`src/rtl/game_sequencer_if.sv`:
```
// game_sequencer_if
//   Groups the game-flow control signals exchanged between the sequencer and
//   the rest of the brick-breaker design (keyboard decoder, VGA timing,
//   ball/board/brick datapath).
//
//   Signals:
//     vsync        - VGA vsync, active-low pulse, asynchronous to clk
//     start_key    - one-cycle pulse, start/pause key pressed
//     ball_lost    - level, ball is below the paddle line
//     bricks_empty - level, brick map holds no nonzero cell
//     step_en      - one-cycle pulse, datapath registers advance
//     load_level   - one-cycle pulse, load level map / reset positions
//     serve        - one-cycle pulse, initialise ball velocity/direction
//     lives        - remaining lives
//     state        - current sequencer state encoding
//     game_over    - high while the game is lost
//     win          - high while the level is cleared
//
//   Modports:
//     master - the sequencer (drives the control outputs)
//     slave  - the surrounding design (drives the status inputs)

interface game_sequencer_if;
  logic       vsync;
  logic       start_key;
  logic       ball_lost;
  logic       bricks_empty;
  logic       step_en;
  logic       load_level;
  logic       serve;
  logic [1:0] lives;
  logic [2:0] state;
  logic       game_over;
  logic       win;

  modport master (
    input  vsync,
    input  start_key,
    input  ball_lost,
    input  bricks_empty,
    output step_en,
    output load_level,
    output serve,
    output lives,
    output state,
    output game_over,
    output win
  );

  modport slave (
    output vsync,
    output start_key,
    output ball_lost,
    output bricks_empty,
    input  step_en,
    input  load_level,
    input  serve,
    input  lives,
    input  state,
    input  game_over,
    input  win
  );
endinterface

```
`src/rtl/game_sequencer.sv`:
```
// game_sequencer
//   Game-flow controller for the brick-breaker design. Decides when a level
//   is loaded, when the ball is served and on which cycles the ball-control
//   registers may advance (frame-paced step_en). Tracks lives and detects
//   win / lose.
//
//   Parameters:
//     LIVES        - lives granted at level load (1..3)
//     SERVE_FRAMES - frame ticks spent in SERVE before launch (1..255)
//     STEP_DIV     - frame ticks per physics step in PLAY (1..15)
//
//   Ports:
//     clk - system clock, rising edge
//     rst - asynchronous reset, active low
//     bus - game_sequencer_if.master (see interface file for signal list)
//
//   Build option:
//     GAME_PAUSE_EN - when defined, start_key in PLAY enters PAUSE and
//                     start_key in PAUSE resumes PLAY. When undefined,
//                     PAUSE is unreachable and start_key is ignored in PLAY.
//
//   state | meaning
//   ------+---------------------------------------------------------------
//   IDLE  | 0: waiting for start_key after reset
//   LOAD  | 1: single cycle, level map loaded, lives refilled
//   SERVE | 2: counting frame ticks before the ball launches
//   PLAY  | 3: ball in motion, step_en paced by frame ticks
//   LOST  | 4: single cycle, one life consumed
//   OVER  | 5: no lives left, waiting for start_key
//   WIN   | 6: brick map cleared, waiting for start_key
//   PAUSE | 7: counters frozen (GAME_PAUSE_EN builds only)

module game_sequencer #(
  parameter int LIVES        = 3,
  parameter int SERVE_FRAMES = 60,
  parameter int STEP_DIV     = 1
) (
  input  logic             clk,
  input  logic             rst,
  game_sequencer_if.master bus
);

  localparam logic [2:0] ST_IDLE  = 3'd0;
  localparam logic [2:0] ST_LOAD  = 3'd1;
  localparam logic [2:0] ST_SERVE = 3'd2;
  localparam logic [2:0] ST_PLAY  = 3'd3;
  localparam logic [2:0] ST_LOST  = 3'd4;
  localparam logic [2:0] ST_OVER  = 3'd5;
  localparam logic [2:0] ST_WIN   = 3'd6;
  localparam logic [2:0] ST_PAUSE = 3'd7;

  localparam logic [1:0] LIVES_INIT = 2'(LIVES);
  localparam logic [7:0] SERVE_LAST = 8'(SERVE_FRAMES);
  localparam logic [3:0] STEP_LAST  = 4'(STEP_DIV - 1);

  // ---------------------------------------------------------------------
  // vsync synchroniser and falling-edge detector.
  // Two flops bring vsync into the clk domain, a third holds the previous
  // synchronised value, and the edge pulse itself is registered so that
  // frame_tick is a clean flop output three cycles after the vsync fall.
  // ---------------------------------------------------------------------
  logic vsync_s1;
  logic vsync_s2;
  logic vsync_d;
  logic frame_tick;

  always_ff @(posedge clk or negedge rst) begin
    if (!rst) begin
      vsync_s1   <= 1'b1;
      vsync_s2   <= 1'b1;
      vsync_d    <= 1'b1;
      frame_tick <= 1'b0;
    end else begin
      vsync_s1   <= bus.vsync;
      vsync_s2   <= vsync_s1;
      vsync_d    <= vsync_s2;
      frame_tick <= vsync_d & ~vsync_s2;
    end
  end

  // ---------------------------------------------------------------------
  // Sequencer state and counters
  // ---------------------------------------------------------------------
  logic [2:0] state_q,     state_d;
  logic [1:0] lives_q,     lives_d;
  logic [7:0] serve_cnt_q, serve_cnt_d;
  logic [3:0] step_cnt_q,  step_cnt_d;
  logic       step_en_q,   step_en_d;
  logic       serve_q,     serve_d;

  always_comb begin
    state_d     = state_q;
    lives_d     = lives_q;
    serve_cnt_d = serve_cnt_q;
    step_cnt_d  = step_cnt_q;
    step_en_d   = 1'b0;
    serve_d     = 1'b0;

    case (state_q)
      ST_IDLE: begin
        if (bus.start_key) begin
          state_d = ST_LOAD;
        end
      end

      ST_LOAD: begin
        lives_d     = LIVES_INIT;
        serve_cnt_d = 8'd0;
        state_d     = ST_SERVE;
      end

      ST_SERVE: begin
        if (frame_tick) begin
          serve_cnt_d = serve_cnt_q + 8'd1;
          if (serve_cnt_d == SERVE_LAST) begin
            state_d    = ST_PLAY;
            serve_d    = 1'b1;
            step_cnt_d = 4'd0;
          end
        end
      end

      ST_PLAY: begin
        // Exits take priority over the step; a tick on an exit cycle is
        // dropped so the datapath never advances on the way out of PLAY.
        if (bus.bricks_empty) begin
          state_d = ST_WIN;
        end else if (bus.ball_lost) begin
          state_d = ST_LOST;
`ifdef GAME_PAUSE_EN
        end else if (bus.start_key) begin
          state_d = ST_PAUSE;
`endif
        end else if (frame_tick) begin
          if (step_cnt_q == STEP_LAST) begin
            step_en_d  = 1'b1;
            step_cnt_d = 4'd0;
          end else begin
            step_cnt_d = step_cnt_q + 4'd1;
          end
        end
      end

      ST_LOST: begin
        // lives is always >= 1 here; the guard keeps it from wrapping
        // should LIVES ever be misconfigured to 0.
        if (lives_q <= 2'd1) begin
          lives_d = 2'd0;
          state_d = ST_OVER;
        end else begin
          lives_d     = lives_q - 2'd1;
          serve_cnt_d = 8'd0;
          state_d     = ST_SERVE;
        end
      end

      ST_OVER, ST_WIN: begin
        if (bus.start_key) begin
          state_d = ST_LOAD;
        end
      end

`ifdef GAME_PAUSE_EN
      ST_PAUSE: begin
        // Step count is held so stepping resumes in phase with the frame.
        if (bus.start_key) begin
          state_d = ST_PLAY;
        end
      end
`endif

      default: begin
        state_d = ST_IDLE;
      end
    endcase
  end

  always_ff @(posedge clk or negedge rst) begin
    if (!rst) begin
      state_q     <= ST_IDLE;
      lives_q     <= 2'd0;
      serve_cnt_q <= 8'd0;
      step_cnt_q  <= 4'd0;
      step_en_q   <= 1'b0;
      serve_q     <= 1'b0;
    end else begin
      state_q     <= state_d;
      lives_q     <= lives_d;
      serve_cnt_q <= serve_cnt_d;
      step_cnt_q  <= step_cnt_d;
      step_en_q   <= step_en_d;
      serve_q     <= serve_d;
    end
  end

  // ---------------------------------------------------------------------
  // Outputs: registered pulses, everything else decoded from state_q.
  // load_level is a state decode because LOAD lasts exactly one cycle.
  // ---------------------------------------------------------------------
  assign bus.step_en    = step_en_q;
  assign bus.serve      = serve_q;
  assign bus.load_level = (state_q == ST_LOAD);
  assign bus.lives      = lives_q;
  assign bus.state      = state_q;
  assign bus.game_over  = (state_q == ST_OVER);
  assign bus.win        = (state_q == ST_WIN);

endmodule

```
`src/flat_wrapper.sv`:
```
// flat-port wrapper written by rule: the top's interface ports become plain ports
module game_sequencer_flat 
#(
  parameter int LIVES        = 3,
  parameter int SERVE_FRAMES = 60,
  parameter int STEP_DIV     = 1
)
  (clk, rst, bus_vsync, bus_start_key, bus_ball_lost, bus_bricks_empty, bus_step_en, bus_load_level, bus_serve, bus_lives, bus_state, bus_game_over, bus_win);
  game_sequencer_if bus_i ();
  input  logic clk;
  input  logic rst;
  input wire logic [$bits(bus_i.vsync)-1:0] bus_vsync;
  input wire logic [$bits(bus_i.start_key)-1:0] bus_start_key;
  input wire logic [$bits(bus_i.ball_lost)-1:0] bus_ball_lost;
  input wire logic [$bits(bus_i.bricks_empty)-1:0] bus_bricks_empty;
  output wire logic [$bits(bus_i.step_en)-1:0] bus_step_en;
  output wire logic [$bits(bus_i.load_level)-1:0] bus_load_level;
  output wire logic [$bits(bus_i.serve)-1:0] bus_serve;
  output wire logic [$bits(bus_i.lives)-1:0] bus_lives;
  output wire logic [$bits(bus_i.state)-1:0] bus_state;
  output wire logic [$bits(bus_i.game_over)-1:0] bus_game_over;
  output wire logic [$bits(bus_i.win)-1:0] bus_win;
  assign bus_i.vsync = bus_vsync;
  assign bus_i.start_key = bus_start_key;
  assign bus_i.ball_lost = bus_ball_lost;
  assign bus_i.bricks_empty = bus_bricks_empty;
  assign bus_step_en = bus_i.step_en;
  assign bus_load_level = bus_i.load_level;
  assign bus_serve = bus_i.serve;
  assign bus_lives = bus_i.lives;
  assign bus_state = bus_i.state;
  assign bus_game_over = bus_i.game_over;
  assign bus_win = bus_i.win;
  game_sequencer #(.LIVES(LIVES), .SERVE_FRAMES(SERVE_FRAMES), .STEP_DIV(STEP_DIV)) u_core (.clk(clk), .rst(rst), .bus(bus_i));
endmodule
```
`config.mk`:
```
export PLATFORM = sky130hd
export DESIGN_NAME = game_sequencer_flat
export DESIGN_NICKNAME = d
export VERILOG_FILES = /design/src/rtl/game_sequencer_if.sv /design/src/rtl/game_sequencer.sv /design/src/flat_wrapper.sv
export SDC_FILE = /design/constraint.sdc
export NUM_CORES = 1
export LEC_CHECK = 0
export BUFFER_PORTS_ARGS = -buffer_cell sky130_fd_sc_hd__buf_4
export CAP_MARGIN = 20
export CORE_UTILIZATION = 55
export CTS_BUF_LIST = sky130_fd_sc_hd__clkbuf_16
export DETAILED_ROUTE_END_ITERATION = 8
export GPL_ROUTABILITY_DRIVEN = 0
export MAX_ROUTING_LAYER = met4
export PLACE_DENSITY = 0.77
export SYNTH_ARGS = -nofsm -noshare
export SYNTH_HDL_FRONTEND = slang
export SYNTH_SLANG_ARGS = --single-unit
```
`constraint.sdc`:
```
create_clock -name clk -period 2.17 [get_ports clk]
set_input_delay 0.434 -clock clk [delete_from_list [all_inputs] [get_ports clk]]
set_output_delay 0.434 -clock clk [all_outputs]
set_load 0.1 [all_outputs]
```
==> results.md <==
- Power, Total: 1910 uW
- Post-CTS setup buffers: 0
- Status: complete, no violations
- Slowest cell delay on critical path: 500 ps
- DRC: 0
- Global-route wire length before repair: 4360 microns
- EDFF count, synth: 0
- Worst slew pin tran: 444 ps
- Cell count after synthesis: 128
- Layout Nets: 150
- Chip width: 51.1 microns
- # IOs: 16
- RSZ-0062 raised after global routing: false
- Critical Path RT: 1740 ps
- Hpwl dp: 1960 microns
- Leak Pwr: 0.000689 uW
- Fill count: 172
- Clock net sink count: 23
- Share of the synthesized area in the top cell type: 37.7%
- Vias: 1031
- Dominant cells by area after synthesis: dfrtp_1 38%, dfstp_2 5.9%, o21ai_1 3.4%
- Seq pwr share: 35.7%
- Crit path kind: register to output pin
- Core ar.: 2230 sq um
- Clk slew on worst S/H paths: 60 ps
- Critical-path cell list: nor2b_1 > and2_2 > buf_4
- Initial Util: 59.4%
- Final WS setup: 309 ps
- Pin count of the biggest net entering global routing: 24
- Slew headroom: 70.3%
- Sequential-to-total area share from yosys stat: 43.6%
- Final period utilization: 85.8%
- Count of cell types in the netlist: 50
- Most numerous cell in the Yosys netlist: dfrtp_1
- Hold crit path type: primary input to asynchronous set/reset pin
- Syn nets: 137
- Clk_skew: 3.96 ps
- Post-synth ARST share: 100%
- Later-pin clock latency in the skew report: 260 ps
- Routed length per instance: 16.0 microns
- Commonest cells post-synth: 20 x dfrtp_1, 9 x nor2_1, 9 x o21ai_1, 6 x nand2_1
- Int Pwr: 1020 uW
- Post-route antenna net violation count: 0
- Fmax: 0.537 GHz
- Layout cells sized above 1: 27.1%
- Worst VDD drop: 1.17 mV
- Root Buffer: clkbuf_16
- NetSw: 892 uW
- Max-Cap Viols: 0
- # diodes: 0
- Gr ovfl total: 0
- Worst Setup Start Kind: register
- Die H: 51.1 microns
- Drt total wl: 2680 microns
- Die Area: 2610 sq um
- Num rows: 17
- Sum Neg Setup Slack: 0 ps
- Hold Buf Count CTS: 0
- Critical Path Fanout Max: 16
- Worst hold margin: 58.6 ps
- Post-synthesis register bit count: 23
- Post-CTS sizing: 0
- First-pass detailed-route iteration total: 4
- Slew Viols, Final: 0
- CTS tree: built
- Final setup viols: 0
- Drt initial violations: 16
- Yosys Warn Count: 0
- Comb pwr share: 43.6%
- Worst slack at placement: 495 ps
- Crit path DAT: 1430 ps
- Vias per cell: 6.14
- Crit end category: output pin
- CTS H-tree lvls: 1
- Longest Clk Path Bufs: 2
- Final Hold Viols: 0
- Area grow syn2layout: 14.1%
- Synth Area per Inst: 10.4 sq um
- Crit path time final: 1860 ps
- Number of port buffers: 15
- Sw frac: 46.6%
- Vias in the first global route: 927
- Antenna violations before repair: 0
- Final core utilization: 67.8%
- Ys flop type: dfrtp_1
- Total CTS buffers: 3
- Synthesized area: 1330 sq um
- CP max-delay cell: dfrtp_2
- Share of total power in the clock network: 20.6%
- Yosys top cell by area: dfrtp_1
- P per Cell Area: 1260 nW/um^2
- Total global-route track usage: 23.9%
-- power by group through the flow --
stage                     combinational, uW  sequential [uW]  clock [uW]
after floorplan                         564              822           0
after global placement                  826              679           0
after detailed placement                832              691           0
after CTS                               836              681         407
after global routing                    889              704         418
final                                   835              684         395
-- layout by cell type (no fill, tap or decap), types with 2 or more instances in the layout --
cell type / n
a21oi_1: 2
a31oi_1: 4
and2_2: 2
and3_1: 2
buf_4: 15
clkbuf_16: 3
dfrtp_1: 17
dfrtp_2: 3
dfstp_2: 3
ha_1: 3
inv_1: 4
mux2_4: 2
mux2i_1: 3
nand2_1: 6
nand2b_1: 3
nand3_1: 2
nand3b_1: 2
nand4_1: 4
nor2_1: 9
nor2b_1: 2
nor3_1: 5
o21ai_0: 5
o21ai_1: 9
o22ai_1: 2
o2bb2ai_1: 2
-- metal layers --
| metal | part of all wire, % | GRT usage (%) | wire length [microns] |
|---|---|---|---|
| met1 | 45 | 28.8 | 1220 |
| met2 | 50 | 39.0 | 1340 |
| met3 | 2.6 | 3.57 | 71 |
| met4 | 1.9 | 11.6 | 50 |
| met5 | 0 | - | 0 |
-- cell type report --
class | instances | area, sq um | share of cell area (%)
sequential | 23 | 583 | 38.5
clock buffer | 3 | 75.1 | 4.95
multi-input combinational | 94 | 689 | 45.5
timing repair buffer | 15 | 113 | 7.43
clock inverter | 1 | 5.00 | 0.330
inverter | 4 | 15.0 | 0.991
tap | 28 | 35.0 | 2.31
-- final timing paths --
check	cells after the start	end	startpoint	slack [ps]
worst max register to register	5	u_core.step_cnt_q[0]	u_core.serve_cnt_q[0]	500
worst max-delay path	3	bus_game_over	u_core.bus.state[2]	310
max in group asynchronous	1	u_core.vsync_s1	rst	1830
min in group clk	1	u_core.vsync_s1	bus_vsync	280
worst min-delay path	1	u_core.serve_cnt_q[7]	rst	60
worst min register to register	0	u_core.vsync_s2	u_core.vsync_s1	360
-- registers in the layout (all words and copies together) (netlist names) --
name	count
u_core.vsync_s2	1
u_core.vsync_s1	1
u_core.bus.lives	2
u_core.bus.serve	1
u_core.serve_cnt_q	8
u_core.frame_tick	1
u_core.vsync_d	1
u_core.bus.state	3
u_core.bus.step_en	1
u_core.step_cnt_q	4
-- through the flow --
stage	cells	instance area, sq um
2_1_floorplan	128	1340
3_3_place_gp	164	1440
3_5_place_dp	164	1440
4_1_cts	168	1520
5_1_grt	168	1520
6_report	168	1520
-- cell families after synthesis --
group                    synth area share [%]
AO/OA/AOI/OAI                            21.9
buffers and inverters                    4.71
adder cells (fa/ha/maj)                  2.83
AND/OR/NAND/NOR                          22.4
flip-flops                               43.6
multiplexers                             4.52
-- critical path: cells and delay by family (launching register included) --
family	cells	cell delay [ps]
flops	1	500
simple gates	2	390
buf+inv	1	280
Power figures use the tool's default switching activity.
